[src/rtl/vend_ctrl_param.sv]
`default_nettype none
// ============================================================================
// vend_ctrl_param : parameterised coin vending controller with greedy change
// rev 1.0
// ============================================================================
module vend_ctrl_param #(
    parameter int SEL_W   = 3,
    parameter int INV_W   = 4,
    parameter int BAL_W   = 8,
    parameter int BAL_MAX = 200,
    parameter int TIMEOUT = 1000,
    parameter logic [(2**SEL_W)*BAL_W-1:0] PRICE_INIT =
        {8'd100, 8'd90, 8'd75, 8'd50, 8'd40, 8'd25, 8'd10, 8'd10},
    parameter logic [(2**SEL_W)*INV_W-1:0] INV_INIT =
        {4'd2, 4'd5, 4'd3, 4'd4, 4'd1, 4'd2, 4'd2, 4'd3}
) (
    input  logic             clock,
    input  logic             reset_n,
    input  logic             coin_valid,
    input  logic [1:0]       coin_type,
    input  logic             sel_valid,
    input  logic [SEL_W-1:0] sel,
    input  logic             cancel,
    input  logic             cfg_we,
    input  logic             cfg_op,
    input  logic [SEL_W-1:0] cfg_sel,
    input  logic [BAL_W-1:0] cfg_data,
    output logic             vend_valid,
    output logic [SEL_W-1:0] vend_id,
    input  logic             vend_ready,
    output logic             chg_valid,
    output logic [1:0]       chg_type,
    input  logic             chg_ready,
    output logic [BAL_W-1:0] balance,
    output logic [1:0]       state,
    output logic [2:0]       status,
    input  logic [SEL_W-1:0] qry_sel,
    output logic [BAL_W-1:0] qry_price,
    output logic [INV_W-1:0] qry_inv
);

    localparam int N_PROD  = 2**SEL_W;
    localparam int INV_MAX = 2**INV_W - 1;
    localparam int TW      = $clog2(TIMEOUT + 1);
    localparam int SW      = BAL_W + 8;
    localparam int AW      = BAL_W + INV_W + 1;
    localparam logic [TW-1:0] c_timeout = TW'(TIMEOUT);

    typedef enum logic [1:0] {
        S_IDLE   = 2'd0,
        S_CREDIT = 2'd1,
        S_VEND   = 2'd2,
        S_CHANGE = 2'd3
    } state_t;

    function automatic logic [SW-1:0] coin_value(input logic [1:0] t);
        case (t)
            2'b00:   coin_value = SW'(5);
            2'b01:   coin_value = SW'(10);
            2'b10:   coin_value = SW'(25);
            default: coin_value = SW'(100);
        endcase
    endfunction

    function automatic logic [1:0] change_code(input logic [BAL_W-1:0] b);
        if (b >= BAL_W'(25))      change_code = 2'b10;
        else if (b >= BAL_W'(10)) change_code = 2'b01;
        else                      change_code = 2'b00;
    endfunction

    function automatic logic [BAL_W-1:0] change_amount(input logic [1:0] c);
        case (c)
            2'b10:   change_amount = BAL_W'(25);
            2'b01:   change_amount = BAL_W'(10);
            default: change_amount = BAL_W'(5);
        endcase
    endfunction

    state_t           r_state;
    logic [TW-1:0]    r_tcount;
    logic [BAL_W-1:0] r_price     [N_PROD];
    logic [INV_W-1:0] r_inv       [N_PROD];
    logic [BAL_W-1:0] w_price_nxt [N_PROD];
    logic [INV_W-1:0] w_inv_nxt   [N_PROD];

    logic [SW-1:0]    w_coin_sum;
    logic             w_coin_fits;
    logic [BAL_W-1:0] w_sel_price;
    logic [INV_W-1:0] w_sel_inv;
    logic             w_sel_ok;
    logic [TW-1:0]    w_tnext;
    logic             w_refund;
    logic             w_bal_ge5;
    logic [1:0]       w_chg_code;
    logic [BAL_W-1:0] w_chg_left;
    logic [BAL_W-1:0] w_cfg_price;
    logic [AW-1:0]    w_inv_sum;
    logic [INV_W-1:0] w_inv_add;

    assign state       = r_state;
    assign w_coin_sum  = SW'(balance) + coin_value(coin_type);
    assign w_coin_fits = (w_coin_sum <= SW'(BAL_MAX));
    assign w_sel_price = r_price[sel];
    assign w_sel_inv   = r_inv[sel];
    assign w_sel_ok    = (r_state == S_CREDIT) && !cancel && sel_valid &&
                         (w_sel_inv != '0) && (balance >= w_sel_price);
    assign w_tnext     = r_tcount + TW'(1);
    // Refund on cancel, or when this idle cycle completes the timeout window
    assign w_refund    = cancel || (!sel_valid && !coin_valid && (w_tnext == c_timeout));
    assign w_bal_ge5   = (balance >= BAL_W'(5));
    assign w_chg_code  = change_code(balance);
    assign w_chg_left  = balance - change_amount(chg_type);
    assign w_cfg_price = (cfg_data > BAL_W'(BAL_MAX)) ? BAL_W'(BAL_MAX) : cfg_data;
    assign w_inv_sum   = AW'(r_inv[cfg_sel]) + AW'(cfg_data);
    assign w_inv_add   = (w_inv_sum > AW'(INV_MAX)) ? INV_W'(INV_MAX) : w_inv_sum[INV_W-1:0];

    // Vends happen only in CREDIT and config only in IDLE, so the updates never collide
    always_comb begin
        for (int i = 0; i < N_PROD; i++) begin
            w_price_nxt[i] = r_price[i];
            w_inv_nxt[i]   = r_inv[i];
        end
        if (w_sel_ok)
            w_inv_nxt[sel] = r_inv[sel] - INV_W'(1);
        if (cfg_we && (r_state == S_IDLE)) begin
            if (!cfg_op) w_price_nxt[cfg_sel] = w_cfg_price;
            else         w_inv_nxt[cfg_sel]   = w_inv_add;
        end
    end

    always_ff @(posedge clock) begin
        if (!reset_n) begin
            for (int i = 0; i < N_PROD; i++) begin
                r_price[i] <= PRICE_INIT[i*BAL_W +: BAL_W];
                r_inv[i]   <= INV_INIT[i*INV_W +: INV_W];
            end
            qry_price <= '0;
            qry_inv   <= '0;
        end else begin
            for (int i = 0; i < N_PROD; i++) begin
                r_price[i] <= w_price_nxt[i];
                r_inv[i]   <= w_inv_nxt[i];
            end
            qry_price <= w_price_nxt[qry_sel];
            qry_inv   <= w_inv_nxt[qry_sel];
        end
    end

    always_ff @(posedge clock) begin
        if (!reset_n) begin
            r_state    <= S_IDLE;
            r_tcount   <= '0;
            balance    <= '0;
            status     <= '0;
            vend_valid <= 1'b0;
            vend_id    <= '0;
            chg_valid  <= 1'b0;
            chg_type   <= '0;
        end else begin
            // Any event code written below takes precedence over a misplaced config write
            if (cfg_we && (r_state != S_IDLE))
                status <= 3'd5;
            case (r_state)
                S_IDLE: begin
                    if (coin_valid) begin
                        if (w_coin_fits) begin
                            balance  <= w_coin_sum[BAL_W-1:0];
                            r_state  <= S_CREDIT;
                            r_tcount <= '0;
                        end else begin
                            status <= 3'd1;
                        end
                    end
                end
                S_CREDIT: begin
                    if (w_refund) begin
                        r_tcount <= '0;
                        if (!cancel)         status <= 3'd4;
                        else if (coin_valid) status <= 3'd1;
                        if (w_bal_ge5) begin
                            r_state   <= S_CHANGE;
                            chg_valid <= 1'b1;
                            chg_type  <= w_chg_code;
                        end else begin
                            balance <= '0;
                            r_state <= S_IDLE;
                        end
                    end else if (sel_valid) begin
                        r_tcount <= '0;
                        if (w_sel_inv == '0) begin
                            status <= 3'd2;
                        end else if (!w_sel_ok) begin
                            status <= 3'd3;
                        end else begin
                            status     <= 3'd0;
                            balance    <= balance - w_sel_price;
                            r_state    <= S_VEND;
                            vend_valid <= 1'b1;
                            vend_id    <= sel;
                        end
                    end else if (coin_valid) begin
                        r_tcount <= '0;
                        if (w_coin_fits) balance <= w_coin_sum[BAL_W-1:0];
                        else             status  <= 3'd1;
                    end else begin
                        r_tcount <= w_tnext;
                    end
                end
                S_VEND: begin
                    if (coin_valid) status <= 3'd1;
                    if (vend_valid && vend_ready) begin
                        vend_valid <= 1'b0;
                        if (w_bal_ge5) begin
                            r_state   <= S_CHANGE;
                            chg_valid <= 1'b1;
                            chg_type  <= w_chg_code;
                        end else begin
                            balance <= '0;
                            r_state <= S_IDLE;
                        end
                    end
                end
                default: begin
                    if (coin_valid) status <= 3'd1;
                    if (chg_valid && chg_ready) begin
                        if (w_chg_left >= BAL_W'(5)) begin
                            balance  <= w_chg_left;
                            chg_type <= change_code(w_chg_left);
                        end else begin
                            balance   <= '0;
                            chg_valid <= 1'b0;
                            r_state   <= S_IDLE;
                        end
                    end
                end
            endcase
        end
    end

endmodule
`default_nettype wire

[config.mk]
export PLATFORM = sky130hd
export DESIGN_NAME = vend_ctrl_param
export DESIGN_NICKNAME = d
export VERILOG_FILES = /design/src/rtl/vend_ctrl_param.sv
export SDC_FILE = /design/constraint.sdc
export NUM_CORES = 1
export LEC_CHECK = 0
export BUFFER_PORTS_ARGS = -buffer_cell sky130_fd_sc_hd__buf_4
export CAP_MARGIN = 20
export CORE_UTILIZATION = 42
export CTS_CLUSTER_SIZE = 30
export DETAILED_ROUTE_END_ITERATION = 12
export PLACE_DENSITY = 0.59
export SETUP_SLACK_MARGIN = 0.15
export SKIP_CTS_REPAIR_TIMING = 1
export SYNTH_ARGS = -nofsm -noshare
export SYNTH_HDL_FRONTEND = slang
export SYNTH_SLANG_ARGS = --single-unit
[constraint.sdc]
create_clock -name clock -period 6.9 [get_ports clock]
set_input_delay 1.035 -clock clock [delete_from_list [all_inputs] [get_ports clock]]
set_output_delay 1.035 -clock clock [all_outputs]
set_load 0.01 [all_outputs]
==> parameters.txt, run 1 <==
Parameter                              Value

Outcome
  Run status    finished, final reports clean

Die
  Floorplan die width    155.7 µm
  Die Y    155.7 µm
  Initial Utilization    0.4328
  Floorplan die area    0.02423 mm²
  Io pins    60
  Floorplan row count    55
  Area of the placeable core    0.02292 mm²

Critical path
  Type of the worst setup path    in2reg
  Worst path cell trace    buf_4 -> mux2_2 -> a221oi_1 -> nor2_1 -> a221oi_1 -> fa_1 -> a21oi_1 -> a21oi_1 -> o41a_1 -> nand2_2 -> nor3b_4 -> a221oi_1 -> a2111oi_0 -> nor4_1 -> o22ai_1
  Dominant delay contributor by cell family on the critical path    compound AO/OA/AOI/OAI gates
  Maximum fanout encountered on the critical timing path    43
  CP Depth    15
  Critical path required time    7.26 ns
  CP endpoint    qry_inv[3]$_SDFF_PN0_
  Endpoint class of the critical path    flip-flop
  Crit path buffers/inverters    1
  First element of the critical path    sel[2]
  Reg-to-Reg End    qry_inv[3]$_SDFF_PN0_
  Internal reg-to-reg setup slack    2.69 ns
  Worst Setup Start Kind    primary input
  Launch instance of the worst register-to-register path    r_price[6][1]$_SDFF_PN1_
  Arrival time at the worst endpoint    5.48 ns
  Crit-path slowest cell    sky130_fd_sc_hd__a2111oi_0
  Slowest stage delay, CP    0.65 ns
  Worst r2r path cells    14
  Crit path top cell by count    sky130_fd_sc_hd__a221oi_1

Yosys
  Synthesized area per cell    7.959 µm²
  Syn Inst Count    1246
  Multiplexer area fraction after synthesis    0.1210
  Sequential-to-total area share from yosys stat    0.2786
  Cell Area, Synth    0.009917 mm²
  Commonest cells in the synthesized netlist    sky130_fd_sc_hd__nand2_1, sky130_fd_sc_hd__dfxtp_1, sky130_fd_sc_hd__nor2_1
  Unique cell type count in the Yosys netlist    98
  Post-synthesis share of cell area spent on full adders, half adders and majority gates    0.05349
  Most repeated cell in the gate-level netlist after synthesis    sky130_fd_sc_hd__nand2_1
  Main combinational cell family by area after synthesis    compound AO/OA/AOI/OAI gates
  Area share of the leading cell type in the synthesized netlist    0.2786
  Area leader, netlist    sky130_fd_sc_hd__dfxtp_1
  Synthesis warning total    0
  Post-Synthesis Net Count    1314
  Register bit count reported by yosys    138
  Simple logic cell fraction of the synthesized area    0.2321
  Post-synthesis compound-gate area fraction    0.2485
  Top post-synthesis cells by area    sky130_fd_sc_hd__dfxtp_1, sky130_fd_sc_hd__nand2_1, sky130_fd_sc_hd__mux2i_1
  Xor-xnor portion of the synthesized cell area    0.01766
  Post-synthesis async set-or-reset flop share    0
  Number of synthesized flops with an enable pin    0
  Predominant post-synthesis flop cell    sky130_fd_sc_hd__dfxtp_1

Pwr
  Power Density    295.0 mW/mm²
  Net switching share of the total power    0.4201
  Net switching component of the power    1366 µW
  Portion of total power attributed to combinational logic    0.422
  Leakage power    0.004210 µW
  Int Pwr    1886 µW
  Fraction of power consumed by sequential logic    0.292
  Worst voltage drop across the vdd grid    0.0001445 V
  Part of the total power dissipated in the clock network    0.286

GRT
  Global-route wire length before repair    51.47 mm
  Leftover overflow at the end of global routing    0
  Maximum number of pins on one net before global-route repair    67
  Initial antenna violation count    0
  GRT Util Overall    0.2764
  Vias in the first global route    8802

Placement
  Post-DP HPWL    23.14 mm
  Placed instance area    0.01043 mm²
  Gp weighted congestion    0.9652
  Number of I/O port buffers    59

STA
  Count of endpoints failing setup in the final report    0
  Final count of pins violating max slew    0
  Clock skew after layout    0.01183 ns
  Hold Worst Slack    0.4796 ns
  Time the final worst path needs with I/O delays and setup    5.120 ns
  Count of final hold-check violations    0
  Pin slew with the least headroom to its limit    0.9518 ns
  Setup_tns    0 ns
  Unrepaired setup endpoints after global routing    false
  Maximum clock frequency    195.3 MHz
  Slew HR    0.3641
  Final period util    0.7421

Run
  Max-cap check violation count    0

Finish
  Number of diodes added for antenna fixing    0
  Area used by multi-input combinational logic    0.006673 mm²
  Post-layout util    0.4811
  Synth-to-layout area growth    11.17%
  Layout cells sized above 1    0.1449
  Register area    0.002763 mm²
  Final Cell Area    0.01102 mm²
  Number of inserted filler cells in the final layout    2304
  Count of nets after finishing    1318

Detailed routing
  First-pass iteration count of the detailed router    5
  DR WL/cell    20.88 µm
  Drt drc    0
  Number of nets still failing antenna checks after routing    0
  Total detailed-routing wirelength    32.91 mm
  DR vias/cell    6.102
  Via count    9617
  DR iter-0 viols    871

Clock tree
  Number of buffers on the longest clock path    2
  Root cell of the clock tree    sky130_fd_sc_hd__clkbuf_16
  H-tree depth    4
  Worst skew pair latency    0.44 ns
  Number of clock sinks    138
  Clock tree from TritonCTS    yes
  Clk pin slew, worst setup/hold paths    0.07 ns
  Number of buffers created by CTS    17

Worst hold path
  Hold/Removal Path Class    reg2reg
[sequential cells by signal (all words and copies together) (netlist names)]
name,flops
r_inv,32
qry_inv,4
r_price,64
r_tcount,10
qry_price,8
vend_id,3
balance,8
vend_valid,1
status,3
state,2
chg_valid,1
chg_type,2
[final cells by class]
cell class,count,area share
timing repair buffer,61,0.04154
tap,313,0.03552
clock inverter,15,0.01555
inverter,38,0.01294
multi-input combinational,994,0.6053
sequential,138,0.2506
clock buffer,17,0.03859
[layer usage]
metal	wire [µm]	up-vias	part of all wire	global-route usage
li1	-	4567	-	-
met4	791	0	0.024	0.09430
met3	2593	56	0.079	0.04611
met1	14930	4552	0.45	0.3853
met5	0	-	0	0
met2	14600	442	0.44	0.4301
[per-stage QoR]
step / instances / power [µW] / setup WS (ns)
after floorplan: 1246 / 1946 / 1.942
after global placement: 1544 / 2310 / 1.608
after detailed placement: 1544 / 2315 / 1.465
after CTS: 1576 / 3250 / 1.903
after global routing: 1576 / 3462 / 1.509
final: 1576 / 3253 / 1.780
[worst min path at each step]
stage | from | end | slack (ns) | depth (start not counted)
floorplan | r_price[2][4]$_SDFF_PN1_ | r_price[2][4]$_SDFF_PN1_ | 0.44 | 2
global placement | r_tcount[9]$_SDFFE_PN0P_ | r_tcount[9]$_SDFFE_PN0P_ | 0.46 | 2
detailed placement | r_price[2][7]$_SDFF_PN0_ | r_price[2][7]$_SDFF_PN0_ | 0.47 | 2
CTS | r_price[2][7]$_SDFF_PN0_ | r_price[2][7]$_SDFF_PN0_ | 0.48 | 2
global route | r_price[2][6]$_SDFF_PN0_ | r_price[2][6]$_SDFF_PN0_ | 0.51 | 2
finish | r_price[2][7]$_SDFF_PN0_ | r_price[2][7]$_SDFF_PN0_ | 0.48 | 2
[layout by cell type, fill, tap and decap left out, types with 25 or more instances in the layout]
cell type                 count
sky130_fd_sc_hd__and2_1      30
sky130_fd_sc_hd__o21ai_0     77
sky130_fd_sc_hd__mux2i_1     52
sky130_fd_sc_hd__buf_4       61
sky130_fd_sc_hd__ha_1        36
sky130_fd_sc_hd__nand3_1     30
sky130_fd_sc_hd__a21oi_1     93
sky130_fd_sc_hd__nor3_1      25
sky130_fd_sc_hd__nor2_1     120
sky130_fd_sc_hd__nand2_1    169
sky130_fd_sc_hd__dfxtp_1    138
sky130_fd_sc_hd__inv_1       35
[power groups by stage]
stage	Clock, µW	Combinational, µW	Sequential (µW)
floorplan	0	1000	943
global placement	0	1340	969
detailed placement	0	1350	967
CTS	945	1360	949
global route	984	1520	959
finish	931	1370	951
[worst min-delay path: cells and delay by family, from the launching register on]
| family | cells | cell delay, ns |
|---|---|---|
| simple gates | 1 | 0.06 |
| compound gates | 1 | 0.06 |
| flops | 1 | 0.32 |
[cell families after synthesis]
| logic type | after synthesis |
|---|---|
| adder cells (fa/ha/maj) | 40 |
| flip-flops | 138 |
| XOR/XNOR | 20 |
| AND/OR/NAND/NOR | 477 |
| AO/OA/AOI/OAI | 363 |
| buffers and inverters | 114 |
| multiplexers | 94 |
No activity file was read; power rests on OpenSTA's default activity.
==> run 2, diff against run 1 <==
Clock period 6.9 ns to 5.2 ns, I/O delays scaled along.
==> run 2 against run 1 <==
Net effect: wire length hardly changed; largest power group unchanged; combinational power up 36%; via count shrank 0.50%; design area grew 1.2%; critical path depth rose by 1; critical endpoint is now qry_inv[2]$_SDFF_PN0_; die area unchanged; worst hold slack worse by 0.020 ns.
==> parameters.txt, run 2 (synthesis results as in run 1) <==
Parameter                              Value

Finish
  Commonest cells after routing, fill and taps aside    sky130_fd_sc_hd__nand2_1, sky130_fd_sc_hd__dfxtp_1, sky130_fd_sc_hd__nor2_1
  Biggest register    r_price
  Number of inserted filler cells in the final layout    2256 (-2.1%)
  Count of nets after finishing    1338 (+1.5%)
  Synth-to-layout area growth    12.54%
  Most common library cell in the layout ignoring fill and taps    sky130_fd_sc_hd__nand2_1
  Register area    0.002763 mm² (unchanged)
  Largest registers    r_price (64), r_inv (32), r_tcount (10)
  Area used by multi-input combinational logic    0.006673 mm² (unchanged)
  Number of diodes added for antenna fixing    0 (unchanged)
  Layout cells sized above 1    0.1582 (+0.01333)
  Flip-flop count of the largest register after layout    64 (unchanged)
  Final Cell Area    0.01116 mm² (+1.2%)

Critical path
  Launch instance of the worst register-to-register path    balance[1]$_SDFFE_PN0P_
  Slowest stage delay, CP    0.39 ns (-0.26 ns)
  Worst path cell trace    buf_4 -> mux2_2 -> a221oi_1 -> nor2_1 -> a221oi_1 -> ha_1 -> a21oi_1 -> nand2_1 -> o41a_1 -> and2_4 -> nand2_2 -> mux2i_1 -> a21oi_1 -> mux2_2 -> a2111oi_2 -> nor4_2
  Critical path required time    5.50 ns (-1.76 ns)
  First element of the critical path    sel[2]
  Worst Setup Start Kind    primary input
  Type of the worst setup path    in2reg
  Arrival time at the worst endpoint    4.76 ns (-0.72 ns)
  Crit-path slowest cell    sky130_fd_sc_hd__mux2_2
  Maximum fanout encountered on the critical timing path    33 (-23%)
  Endpoint class of the critical path    flip-flop

Die
  Floorplan die area    0.02423 mm² (unchanged)
  Io pins    60 (unchanged)
  Floorplan row count    55 (unchanged)
  Die Y    155.7 µm (unchanged)
  Initial Utilization    0.4328 (unchanged)
  Area of the placeable core    0.02292 mm² (unchanged)
  Floorplan die width    155.7 µm (unchanged)

Clock tree
  Worst skew pair latency    0.43 ns (about the same)
  Number of buffers created by CTS    17 (unchanged)
  Number of clock sinks    138 (unchanged)
  H-tree depth    4 (unchanged)
  Root cell of the clock tree    sky130_fd_sc_hd__clkbuf_16
  Clock tree from TritonCTS    yes
  Clk pin slew, worst setup/hold paths    0.06 ns (about the same)
  Number of buffers on the longest clock path    2 (unchanged)

Pwr
  Worst voltage drop across the vdd grid    0.0002085 V (+44%)
  Leakage power    0.004303 µW (+2.2%)
  Power Density    389.9 mW/mm² (+32%)

Placement
  Number of I/O port buffers    59 (unchanged)
  Gp weighted congestion    0.9553 (-1.0%)
  Post-DP HPWL    23.66 mm (+2.3%)
  Placed instance area    0.01058 mm² (+1.4%)

STA
  Pin slew with the least headroom to its limit    1.048 ns (+0.09618 ns)
  Final period util    0.8571
  Count of endpoints failing setup in the final report    0 (unchanged)
  Unrepaired setup endpoints after global routing    false
  Count of final hold-check violations    0 (unchanged)
  Time the final worst path needs with I/O delays and setup    4.457 ns
  Slew HR    0.3013 (-0.06275)
  Final count of pins violating max slew    0 (unchanged)
  Clock skew after layout    0.01129 ns (-0.0005313 ns)
  Setup_tns    0 ns (unchanged)
  Maximum clock frequency    224.4 MHz

GRT
  Initial antenna violation count    0 (unchanged)
  Maximum number of pins on one net before global-route repair    66 (-1.5%)
  GRT Util Overall    0.2764 (about the same)
  Vias in the first global route    8842 (+0.45%)
  Leftover overflow at the end of global routing    0 (unchanged)
  Global-route wire length before repair    51.31 mm (-0.31%)

Detailed routing
  Drt drc    0 (unchanged)
  Via count    9569 (-0.50%)
  Total detailed-routing wirelength    32.89 mm (about the same)
  DR WL/cell    20.61 µm (-1.3%)
  DR iter-0 viols    865 (-0.69%)
  First-pass iteration count of the detailed router    5 (unchanged)
  DR vias/cell    5.996 (-1.7%)
  Number of nets still failing antenna checks after routing    0 (unchanged)

Worst hold path
  Hold/Removal Path Class    reg2reg
  HP Start    vend_id[1]$_SDFFE_PN0P_

Run
  Max-cap check violation count    0 (unchanged)

Outcome
  Run status    finished, final reports clean
## run 2: report_power, final
group          total (µW)  switching [µW]  internal [µW]
Clock                1230             552            677
Combinational        1870            1120            751
Sequential           1250             122           1130
Total                4350            1790           2560
## run 2: final cells by class
| cell class | instances | area share |
|---|---|---|
| multi-input cells | 994 | 0.5979 |
| flip-flops and latches | 138 | 0.2475 |
| repair buffers | 81 | 0.05448 |
| clock buffers | 17 | 0.03812 |
| well taps | 313 | 0.03509 |
| clock inverters | 15 | 0.01413 |
| inverters | 38 | 0.01278 |
## run 2: routing by layer
layer  up-vias  track usage  wire length (µm)
met5         -            0                 0
met2       405       0.4232             14460
met4         0       0.1083               939
met3        61      0.04417              2630
met1      4496       0.3871             14860
li1       4607            -                 -
## run 2: path summary, 6_finish.rpt
check                                   to  slack [ns]  depth (start not counted)
setup / recovery     qry_inv[2]$_SDFF_PN0_        0.74                         16
hold / removal     vend_id[1]$_SDFFE_PN0P_        0.46                          2
hold reg to reg    vend_id[1]$_SDFFE_PN0P_        0.46                          2
setup reg to reg  r_tcount[6]$_SDFFE_PN0P_        1.11                         13
## run 2: stage by stage
stage          hold WS [ns]  std cells  power, µW  utilization  worst slack [ns]
2_1_floorplan        0.4427       1246       2582            -            0.4970
3_3_place_gp         0.4488       1564       3105       0.4616            0.4604
3_5_place_dp         0.4553       1564       3112       0.4616            0.3804
4_1_cts              0.4638       1596       4353       0.4870            0.8242
5_1_grt              0.4825       1596       4623       0.4870            0.4263
6_report             0.4598       1596       4352       0.4870            0.7432
## run 2: worst max-delay path, delay by kind of cell
family | cells | cell delay, ns
AND/OR/NAND/NOR | 5 | 0.68
AO/OA/AOI/OAI | 6 | 1.68
adder cells (fa/ha/maj) | 1 | 0.37
buffers and inverters | 1 | 0.36
multiplexers | 3 | 0.87
